`src/rtl/ascii_token_parser.sv`:
```
// ascii_token_parser
//   Turns a stream of ASCII characters into calculator tokens. Decimal digits
//   are accumulated into an operand. Operator, '=' and 'c' characters each
//   emit one registered token. Backspace removes the last digit. Overflow
//   leaves the parser in a sticky error state, and only 'c' clears it.
//
// Ports
//   clk        : rising-edge clock
//   rst        : synchronous active-high reset
//   in_valid   : in_char is valid this cycle (one character per cycle)
//   in_char    : ASCII code
//   out_valid  : one-cycle token pulse
//   out_num    : operand value (0 for pure commands), held until next token
//   out_mode   : 0 none, 1 '+', 2 '-', 3 '*', 4 '/', 5 's', 6 '=', 7 'c'
//   out_status : 00 ok, 01 overflow, 10 invalid char, 11 operator without operand
//   print_en   : one-cycle pulse together with an '=' token
module ascii_token_parser #(
    parameter int NUM_W      = 10,
    parameter int MAX_DIGITS = 4
) (
    input  logic             clk,
    input  logic             rst,
    input  logic             in_valid,
    input  logic [7:0]       in_char,
    output logic             out_valid,
    output logic [NUM_W-1:0] out_num,
    output logic [2:0]       out_mode,
    output logic [1:0]       out_status,
    output logic             print_en
);

    localparam int CNT_W  = $clog2(MAX_DIGITS + 1);
    // acc*10+9 always fits in four extra bits, so the candidate never wraps.
    localparam int CAND_W = NUM_W + 4;

    localparam logic [7:0] CH_PLUS  = 8'h2B;
    localparam logic [7:0] CH_MINUS = 8'h2D;
    localparam logic [7:0] CH_MUL   = 8'h2A;
    localparam logic [7:0] CH_DIV   = 8'h2F;
    localparam logic [7:0] CH_S     = 8'h73;
    localparam logic [7:0] CH_EQ    = 8'h3D;
    localparam logic [7:0] CH_C     = 8'h63;
    localparam logic [7:0] CH_BS    = 8'h08;
    localparam logic [7:0] CH_0     = 8'h30;
    localparam logic [7:0] CH_9     = 8'h39;

    localparam logic [1:0] ST_OK    = 2'b00;
    localparam logic [1:0] ST_OVF   = 2'b01;
    localparam logic [1:0] ST_INV   = 2'b10;
    localparam logic [1:0] ST_SYN   = 2'b11;

    typedef enum logic [1:0] {IDLE, NUM, ERR} state_t;

    state_t            state, state_nxt;
    logic [NUM_W-1:0]  acc, acc_nxt;
    logic [CNT_W-1:0]  cnt, cnt_nxt;

    logic              tok_vld;
    logic              tok_print;
    logic [NUM_W-1:0]  tok_num;
    logic [2:0]        tok_mode;
    logic [1:0]        tok_status;

    logic              is_digit;
    logic              is_op;
    logic [2:0]        op_mode;
    logic [CAND_W-1:0] cand;
    logic              overflow;

    // Character decode and overflow candidate
    always_comb begin
        is_digit = (in_char >= CH_0) && (in_char <= CH_9);
        is_op    = 1'b1;
        op_mode  = 3'd0;
        case (in_char)
            CH_PLUS:  op_mode = 3'd1;
            CH_MINUS: op_mode = 3'd2;
            CH_MUL:   op_mode = 3'd3;
            CH_DIV:   op_mode = 3'd4;
            CH_S:     op_mode = 3'd5;
            default:  is_op   = 1'b0;
        endcase
        // The low nibble of an ASCII digit is its value.
        cand     = {4'd0, acc} * CAND_W'(10) + {{NUM_W{1'b0}}, in_char[3:0]};
        overflow = (cnt == CNT_W'(MAX_DIGITS)) || (cand[CAND_W-1:NUM_W] != '0);
    end

    // Next-state and token generation
    always_comb begin
        state_nxt  = state;
        acc_nxt    = acc;
        cnt_nxt    = cnt;
        tok_vld    = 1'b0;
        tok_print  = 1'b0;
        tok_num    = '0;
        tok_mode   = 3'd0;
        tok_status = ST_OK;

        if (in_valid) begin
            if (in_char == CH_C) begin
                tok_vld   = 1'b1;
                tok_mode  = 3'd7;
                acc_nxt   = '0;
                cnt_nxt   = '0;
                state_nxt = IDLE;
            end else if (state != ERR) begin
                if (is_digit) begin
                    if (overflow) begin
                        // acc is left untouched; ERR holds until 'c'.
                        tok_vld    = 1'b1;
                        tok_status = ST_OVF;
                        state_nxt  = ERR;
                    end else begin
                        acc_nxt   = cand[NUM_W-1:0];
                        cnt_nxt   = cnt + 1'b1;
                        state_nxt = NUM;
                    end
                end else if (is_op) begin
                    tok_vld  = 1'b1;
                    tok_mode = op_mode;
                    if (state == NUM) begin
                        tok_num   = acc;
                        acc_nxt   = '0;
                        cnt_nxt   = '0;
                        state_nxt = IDLE;
                    end else begin
                        tok_status = ST_SYN;
                    end
                end else if (in_char == CH_EQ) begin
                    tok_vld   = 1'b1;
                    tok_mode  = 3'd6;
                    tok_print = 1'b1;
                    if (state == NUM) begin
                        tok_num   = acc;
                        acc_nxt   = '0;
                        cnt_nxt   = '0;
                        state_nxt = IDLE;
                    end
                end else if (in_char == CH_BS) begin
                    if (state == NUM) begin
                        acc_nxt = acc / NUM_W'(10);
                        cnt_nxt = cnt - 1'b1;
                        if (cnt == CNT_W'(1)) begin
                            state_nxt = IDLE;
                        end
                    end
                end else begin
                    tok_vld    = 1'b1;
                    tok_status = ST_INV;
                end
            end
        end
    end

    always_ff @(posedge clk) begin
        if (rst) begin
            state      <= IDLE;
            acc        <= '0;
            cnt        <= '0;
            out_valid  <= 1'b0;
            print_en   <= 1'b0;
            out_num    <= '0;
            out_mode   <= 3'd0;
            out_status <= ST_OK;
        end else begin
            state     <= state_nxt;
            acc       <= acc_nxt;
            cnt       <= cnt_nxt;
            out_valid <= tok_vld;
            print_en  <= tok_print;
            // Token fields hold their value between tokens.
            if (tok_vld) begin
                out_num    <= tok_num;
                out_mode   <= tok_mode;
                out_status <= tok_status;
            end
        end
    end

endmodule

```
`config.mk`:
```
export PLATFORM = sky130hd
export DESIGN_NAME = ascii_token_parser
export DESIGN_NICKNAME = d
export VERILOG_FILES = /design/src/rtl/ascii_token_parser.sv
export SDC_FILE = /design/constraint.sdc
export NUM_CORES = 1
export LEC_CHECK = 0
export CAP_MARGIN = 10
export CORE_ASPECT_RATIO = 0.5
export CORE_MARGIN = 2
export CORE_UTILIZATION = 45
export CTS_BUF_LIST = sky130_fd_sc_hd__clkbuf_8
export DETAILED_ROUTE_END_ITERATION = 8
export GPL_TIMING_DRIVEN = 0
export SLEW_MARGIN = 20
export SYNTH_ARGS = -nofsm -noshare
export SYNTH_HDL_FRONTEND = slang
export SYNTH_SLANG_ARGS = --single-unit
```
`constraint.sdc`:
```
create_clock -name clk -period 4.1 [get_ports clk]
set_clock_uncertainty 0.05 [all_clocks]
set_input_delay 0.615 -clock clk [delete_from_list [all_inputs] [get_ports clk]]
set_output_delay 0.615 -clock clk [all_outputs]
set_load 0.005 [all_outputs]
```
# Word-level counts from Yosys, hierarchy flattened
# Cells that the tools add are included.
[op_classes]
eq_ne = 13
bitwise = 2
order_cmp = 2
mul = 1
n_addsub = 3
n_mux = 61
reduce_logical = 11
div = 1
[ops]
columns = ["op", "count"]
rows = [
  ["$mux W10", 16],
  ["$mux W3", 15],
  ["$eq A8 B6 Y1 const B", 5],
  ["$mux W2", 18],
  ["$eq A8 B7 Y1 const B", 2],
  ["$pmux W3 S5", 1],
  ["$reduce_bool A5 Y1", 3],
  ["$add A14 B4 Y14", 1],
  ["$mul A10 B3 Y13 const B", 1],
  ["$mux W1", 11],
  ["$div A10 B4 Y10 const B", 1],
  ["$reduce_and A5 Y1", 2],
  ["$eq A8 B4 Y1 const B", 1],
  ["$ge A8 B6 Y1 const B", 1],
  ["$le A8 B6 Y1 const B", 1],
  ["$reduce_or A6 Y1", 1],
  ["$reduce_or A5 Y1", 1],
  ["$reduce_bool A4 Y1", 1],
  ["$add A3 B1 Y3 const B", 1],
  ["$eq A3 B1 Y1 const B", 1],
  ["$eq A3 B3 Y1 const B", 1],
  ["$ne A3 B2 Y1 const B", 1],
  ["$sub A3 B1 Y3 const B", 1],
  ["$eq A2 B1 Y1 const B", 1],
  ["other kinds (5)", 6],
]
[totals]
register_bits = 32
elab_cells = 102
in_bits = 11
output_inout_bits = 17

# Depth between registers and ports, before layout
# Gate-level depths: netlist of the first run.
[logic_depth]
word_depth = 9
depth_mapped = 14
depth_no_buf = 13

# Least setup slack after synthesis of the first run
# OpenSTA, ideal clock, no wires.
[synth_path]
path_type = "register to register"
start = "register acc[1]"
end = "register acc[0]"
arrival_ps = 3341
setup_slack_ps = 592
period_less_slack_ps = 3508
t_required_ps = 3933
setup_ps = 117
path_buffers = 1
path_stages_with_launch = 15
cell_sequence = "dfxtp_1 > ha_1 > ha_1 > inv_1 > fa_1 > nor2b_4 > o31a_1 > or4b_1 > nand3_1 > or4b_4 > a21oi_4 > o21a_1 > buf_4 > nor2_1 > a22o_1"
[synth_via]
elab_chain_cells = 8
word_cells_on_any_way = 14
classes_between = "1 x add/sub; 1 x mul; 1 x div; 1 x eq/ne; 7 x mux; 3 x reduce/logical"
[synth_rtl]
columns = ["item", "line", "text"]
rows = [
  ["from (decl)", "55", "logic [NUM_W-1:0] acc, acc_nxt;"],
  ["from (signal assigned)", "167", "acc <= acc_nxt;"],
  ["$div A10 B4 Y10", "141", "acc_nxt = acc / NUM_W'(10);"],
  ["$mux W10", "140", "if (state == NUM) begin"],
  ["$mux W10", "139", "end else if (in_char == CH_BS) begin"],
  ["$mux W10", "129", "end else if (in_char == CH_EQ) begin"],
  ["$mux W10", "118", "end else if (is_op) begin"],
  ["$mux W10", "107", "if (is_digit) begin"],
  ["$mux W10", "106", "end else if (state != ERR) begin"],
  ["$mux W10", "100", "if (in_char == CH_C) begin"],
]
# Several ways; a longest one is shown, not always the timed one. The select of a mux whose other input is x is not followed.
# A chain may end at the register's enable or synchronous reset.

# Worst setup path after layout of the first run
[layout_path]
start = "register acc[1]"
end = "register acc[6]"
# The elaborated chain is that of the path after synthesis.

==> results of run 1 <==
[worst min-delay path by stage]
stage                          startpoint                    endpoint  cells after the start
2_1_floorplan  out_status[0]$_SDFFE_PP0P_  out_status[0]$_SDFFE_PP0P_                      1
3_3_place_gp   out_status[0]$_SDFFE_PP0P_  out_status[0]$_SDFFE_PP0P_                      1
6_report       out_status[0]$_SDFFE_PP0P_  out_status[0]$_SDFFE_PP0P_                      1
5_1_grt        out_status[0]$_SDFFE_PP0P_  out_status[0]$_SDFFE_PP0P_                      1
3_5_place_dp   out_status[0]$_SDFFE_PP0P_  out_status[0]$_SDFFE_PP0P_                      1
4_1_cts        out_status[0]$_SDFFE_PP0P_  out_status[0]$_SDFFE_PP0P_                      1
[timing repair]
item                                    in CTS  in global routing
buffers inserted                             0                  1
endpoints found under the setup margin       0                 28
gates resized for setup                      0                  2
[layer usage]
metal  track usage (%)  up-vias  wire [um]
met3              4.71       10        654
li1                  -     1636          -
met5                 0        -          0
met1              39.0     1633       4890
met4              5.40        0         79
met2              38.0      141       4050
[cell usage in the layout (no fill, tap or decap), types with 5 or more instances in the layout]
cell type,synthesis,layout
inv_1,10,10
a31oi_1,7,7
and3b_1,5,5
ha_1,23,23
nand3_1,17,17
clkdlybuf4s50_1,0,27
a21o_1,5,5
dfxtp_1,32,31
o21ai_0,31,31
clkbuf_8,2,7
nor2b_1,12,12
nor2_1,25,25
o2111ai_1,5,5
a22oi_1,5,5
a22o_1,13,13
o211ai_1,5,5
nand2b_1,8,8
or3_1,7,7
xnor2_1,6,6
a21oi_1,30,30
nand2_1,28,28
xor2_1,8,8
clkbuf_1,21,21
nor3_1,13,13
[layout make-up]
type | count | area, um2
inverters | 10 | 37.5
flip-flops and latches | 32 | 642
clock buffers | 5 | 68.8
repair buffers | 28 | 290
well taps | 92 | 115
multi-input cells | 342 | 2380
fillers | 658 | 3080
plain buffers | 30 | 141
clock inverters | 3 | 18.8
[worst reg2reg max path: stages (launching register included)]
cell and delay [ns]:
dfxtp_1 0.51, ha_1 0.29, ha_1 0.24, inv_1 0.08, fa_1 0.26, nor2b_4 0.07, o31a_1 0.28, or4b_1 0.48
nand3_1 0.13, or4b_4 0.48, a21oi_4 0.16, buf_12 0.15, o21a_1 0.14, buf_4 0.18, o2111ai_1 0.12, a21oi_1 0.23
[state kept, by name (all words and copies together), names as in the netlist]
| signal | cells |
|---|---|
| acc | 10 |
| print_en | 1 |
| out_status | 2 |
| state | 2 |
| cnt | 3 |
| out_num | 10 |
| out_mode | 3 |
| out_valid | 1 |
[power by group through the flow]
stage | Clock, uW | Combinational [uW] | Sequential, uW
global route | 265 | 79.6 | 318
finish | 248 | 73.1 | 318
global placement | 0 | 69.4 | 325
CTS | 249 | 71.4 | 318
detailed placement | 0 | 71.1 | 325
floorplan | 0 | 36.8 | 325
[per-stage QoR]
stage	setup TNS [ns]	power (uW)	utilization [%]	hold WS, ns
3_3_place_gp	-0.0164	394	52.7	0.387
6_report	0	639	54.5	0.404
5_1_grt	0	663	54.5	0.431
2_1_floorplan	0	361	-	0.401
3_5_place_dp	-0.0957	396	52.8	0.391
4_1_cts	0	639	54.1	0.410
[cells by family after synthesis]
kind of cell             after synthesis
XOR/XNOR                              14
flip-flops                            32
AO/OA/AOI/OAI                        147
buffers and inverters                 40
adder cells (fa/ha/maj)               25
multiplexers                           4
AND/OR/NAND/NOR                      152
==> reports/qor.yml, run 1 <==
die_y_um: 63.5
dpl_cell_area_mm2: 0.00358
io_pins: 28
routabilityCongestion: 0.919
p_comb_share_pct: 11.4
first_iter_violations: 317
coreArea_mm2: 0.00678
final_area_mm2: 0.00369
powerDensity_mw_per_mm2: 173
worstSetupEndpoint: "acc[6]$_SDFFE_PP0P_"
maxSlewViolCount: 0
root_buffer: "clkbuf_8"
path_clk_slew_ns: 0.08
area_delta_synth_final_pct: 15.9
crit_buf_inv: 3
peakVddDrop_v: 0.000112
startpoint_type: "register"
post-route-period-util_pct: 95.5
swShare_pct: 27.1
vias: 3420
rsz0062_at_grt: "no"
clk_latency_ns: 0.29
placed_cells: 533
rows: 21
maxSlewHeadroom_pct: 37.0
antenna_found_initial: 0
regToRegSetupSlack_ns: 0.18
reg2reg_depth: 15
n_antenna_cell: 0
pre_cts_slack_ns: -0.0173
p_leak_uw: 0.00139
power.switching_uw: 173
die_x_um: 123
synth_top_family_by_area: "compound AO/OA/AOI/OAI gates"
synth_fa_ha_area_share_pct: 10.3
syn_nets: 450
synth.area.top_cells: "dfxtp_1 20%, ha_1 9.0%, o21ai_0 4.9%"
initial_utilization_pct: 47.0
wire_per_inst_um: 17.8
timing.fmax_mhz: 255
synthArstFlopShare_pct: 0
yosys.area.top_type_share_pct: 20.1
finalSetupViolCount: 0
arrival_ns: 4.07
drtAntennaViolNets: 0
cp.depth: 15
routed_via_density: 6.31
cp_top_family: "simple AND/OR/NAND/NOR gates"
internal_power_uw: 466
grt_pass1_vias: 3184
port_buffers: 27
yosys_warnings: 0
fin_nets: 485
grt_max_degree: 12
ys_seq_area_share_pct: 20.1
overflow: 0
numCtsBuffers: 5
syn_area_per_cell_um2: 7.70
yosysUniqueCellTypes: 74
cp_max_fo: 10
synth_area_mm2: 0.00319
synthXorXnorAreaFrac_pct: 3.85
tritoncts: "done"
drive_gt1_share_pct: 7.33
first_pass_iters: 5
worstPathCellList: "ha_1 -> ha_1 -> inv_1 -> fa_1 -> nor2b_4 -> o31a_1 -> or4b_1 -> nand3_1 -> or4b_4 -> a21oi_4 -> buf_12 -> o21a_1 -> buf_4 -> o2111ai_1 -> a21oi_1"
crit_slowest_cell: "dfxtp_1"
finalWorstSetupSlack_ns: 0.183
synth_most_common_cell: "dfxtp_1"
cp-end-kind: "register"
clock_path_buffers: 2
cts_sinks: 32
cpMostUsedCell: "ha_1"
worstPathRequired_ns: 4.25
synthTopCellsByCount: "32 x dfxtp_1, 31 x o21ai_0, 30 x a21oi_1"
worstReg2RegStart: "acc[1]$_SDFFE_PP0P_"
grt_util_all_layers_pct: 25.9
cts_hold_buf: 0
synth_top_cell_by_area: "dfxtp_1"
final.min_clock_period_ns: 3.92
slowest_delay_ns: 0.51
syn_inst: 414
drt_wl_total_um: 9670
r2r-end: "acc[6]$_SDFFE_PP0P_"
max-cap-violations: 0
synth_flop_cell: "dfxtp_1"
synth_edf_count: 0
synth_compound_area_share_pct: 32.1
worstMarginPinSlew_ns: 0.938
drc_errors: 0
p_seq_share_pct: 49.7
ys_ff_latch: 32
fin_cells: 542
hold_viol: 0
htreeDepth: 2
run_status: "completed"
critical_path_class: "register to register"
dp_hpwl_um: 7280
dieArea_mm2: 0.00781
crit_start: "acc[1]$_SDFFE_PP0P_"
hold_class: "register to register"
synth-simple-area-share_pct: 26.7
muxShareOfSynthArea_pct: 1.33
clkPwrFrac_pct: 38.8
grt_pass1_wl_um: 16100
Power figures use the tool's default switching activity.
==> run 2: changes to the inputs <==
Settings changed: GPL_TIMING_DRIVEN 0 to 1, REMOVE_ABC_BUFFERS set to 1.
==> reports/qor.yml, run 2 (synthesis gave the netlist of run 1 again) <==
run_status: "completed"  # unchanged
grt_util_all_layers_pct: 24.6  # was 25.9%
grt_max_degree: 37  # was 12
root_buffer: "clkbuf_8"  # unchanged
drive_gt1_share_pct: 10.3  # was 7.33%
first_iter_violations: 386  # was 317
fin_nets: 475  # was 485
coreArea_mm2: 0.00678  # unchanged
routed_via_density: 6.21  # was 6.31
rows: 21  # unchanged
die_x_um: 123  # unchanged
grt_pass1_vias: 3083  # was 3184
reg2reg_depth: 12  # was 15
drc_errors: 0  # unchanged
fill_cells: 644  # was 658
critical_path_class: "register to register"  # unchanged
p_leak_uw: 0.00143  # was 0.00139 uW
tritoncts: "done"  # unchanged
tns_ns: 0  # unchanged
post-route-period-util_pct: 93.4  # was 95.5%
die_y_um: 63.5  # unchanged
fin_cells: 531  # was 542
dieArea_mm2: 0.00781  # unchanged
p_seq_share_pct: 47.3  # was 49.7%
wire_per_inst_um: 17.2  # was 17.8 um
swShare_pct: 25.8  # was 27.1%
clock_path_buffers: 2  # unchanged
cp-end-kind: "register"  # unchanged
first_pass_iters: 5  # unchanged
arrival_ns: 4.00  # was 4.07 ns
area_delta_synth_final_pct: 15.7  # was 15.9%
final.min_clock_period_ns: 3.83  # was 3.92 ns
io_pins: 28  # unchanged
reg.largest.list: "acc x10, out_num x10"  # unchanged
antenna_found_initial: 0  # unchanged
r2r-end: "acc[1]$_SDFFE_PP0P_"  # was acc[6]$_SDFFE_PP0P_
hold_viol: 0  # unchanged
initial_utilization_pct: 47.0  # unchanged
p_comb_share_pct: 10.8  # was 11.4%
path_clk_slew_ns: 0.07  # was 0.08 ns
clk_latency_ns: 0.29  # about the same
hold_class: "register to register"  # unchanged
final_common_cell: "dfxtp_1"
internal_power_uw: 498  # was 466 uW
startpoint_type: "register"  # unchanged
power.switching_uw: 173  # about the same
finalSetupViolCount: 0  # unchanged
timing.fmax_mhz: 261  # was 255 MHz
peakVddDrop_v: 0.000135  # was 0.000112 V
worstReg2RegStart: "acc[2]$_SDFFE_PP0P_"  # was acc[1]$_SDFFE_PP0P_
vias: 3297  # was 3420
hp-start: "out_num[9]$_SDFFE_PP0P_"  # was out_status[0]$_SDFFE_PP0P_
hold_path_depth: 1  # unchanged
hold_path_end: "out_num[9]$_SDFFE_PP0P_"  # was out_status[0]$_SDFFE_PP0P_
routabilityCongestion: 0.885  # was 0.919
placed_cells: 524  # was 533
htreeDepth: 2  # unchanged
powerDensity_mw_per_mm2: 182  # was 173 mW/mm2
port_buffers: 27  # unchanged
worstMarginPinSlew_ns: 0.755  # was 0.938 ns
dp_hpwl_um: 6510  # was 7280 um
overflow: 0  # unchanged
drtAntennaViolNets: 0  # unchanged
grt_pass1_wl_um: 15300  # was 16100 um
rsz0062_at_grt: "no"  # unchanged
cp_max_fo: 10  # unchanged
n_antenna_cell: 0  # unchanged
numCtsBuffers: 5  # unchanged
cts_sinks: 32  # unchanged
final_cell_mix: "32 x dfxtp_1, 31 x o21ai_0, 30 x a21oi_1"  # was 31 x o21ai_0, 31 x dfxtp_1, 30 x a21oi_1
max-cap-violations: 0  # unchanged
maxSlewViolCount: 0  # unchanged
drt_wl_total_um: 9110  # was 9670 um
regToRegSetupSlack_ns: 0.27  # was 0.18 ns
worstPathRequired_ns: 4.28  # was 4.25 ns
maxSlewHeadroom_pct: 49.5  # was 37.0%
clkPwrFrac_pct: 41.8  # was 38.8%
-- run 2: cell count changes in the layout (fill, tap and decap cells not counted), sizes merged --
cell	change
clkbuf	-21
buf	+13
clkinv	-3
-- run 2: final cells by class --
type	count	area [um2]	area share (%)
Tap cell	92	115	3.12
Inverter	10	37.5	1.02
Timing Repair Buffer	48	428	11.6
Clock buffer	7	96.3	2.61
Sequential cell	32	641	17.4
Multi-Input combinational cell	342	2370	64.3
-- run 2: power by group through the flow --
stage / sequential, uW / combinational, uW / clock, uW
after CTS: 318 / 71.4 / 288
final: 318 / 72.6 / 281
after global placement: 325 / 70.1 / 0
after global routing: 318 / 79.1 / 304
after detailed placement: 325 / 70.9 / 0
after floorplan: 325 / 31.9 / 0
-- run 2: how the worst max path moves through the flow --
stage | start | to | slack [ns]
6_report | acc[2]$_SDFFE_PP0P_ | acc[1]$_SDFFE_PP0P_ | 0.27
3_3_place_gp | in_char[1] | acc[0]$_SDFFE_PP0P_ | 0.26
2_1_floorplan | acc[4]$_SDFFE_PP0P_ | acc[0]$_SDFFE_PP0P_ | 0.29
5_1_grt | acc[2]$_SDFFE_PP0P_ | acc[6]$_SDFFE_PP0P_ | 0.02
4_1_cts | acc[2]$_SDFFE_PP0P_ | acc[0]$_SDFFE_PP0P_ | 0.21
3_5_place_dp | in_char[1] | acc[0]$_SDFFE_PP0P_ | 0.19
-- run 2: what timing repair did --
action                     4_1_cts  5_1_grt
hold buffers                     0        0
resized for setup                0        1
setup endpoints to repair        0       10
buffers inserted                 0        0
-- run 2: per-stage QoR --
stage	instance area, um2	hold WS, ns	utilization [%]	total power [uW]	setup WS [ns]
final	3690	0.426	54.4	671	0.273
after global routing	3690	0.443	54.4	701	0.0204
after CTS	3690	0.431	54.4	677	0.212
after detailed placement	3590	0.409	53.0	396	0.191
after global placement	3590	0.403	53.0	395	0.265
after floorplan	3050	0.401	-	357	0.293
-- run 2: routing by layer --
metal	global-route usage (%)	share of wire [%]	vias to the layer above
met3	5.07	5.9	8
met2	36.2	42	120
li1	-	-	1618
met1	36.4	51	1551
met5	0	0	-
met4	5.40	0.56	0
-- run 2: critical path: stages (launching register included) --
cell and delay [ns]:
dfxtp_1 0.54, ha_1 0.23, ha_1 0.21, inv_1 0.08, fa_1 0.44, xor2_1 0.20
nor4b_1 0.38, nand3_1 0.17, or4b_4 0.52, a21oi_4 0.27, o21ai_4 0.15, or3_1 0.40
o21ai_2 0.12
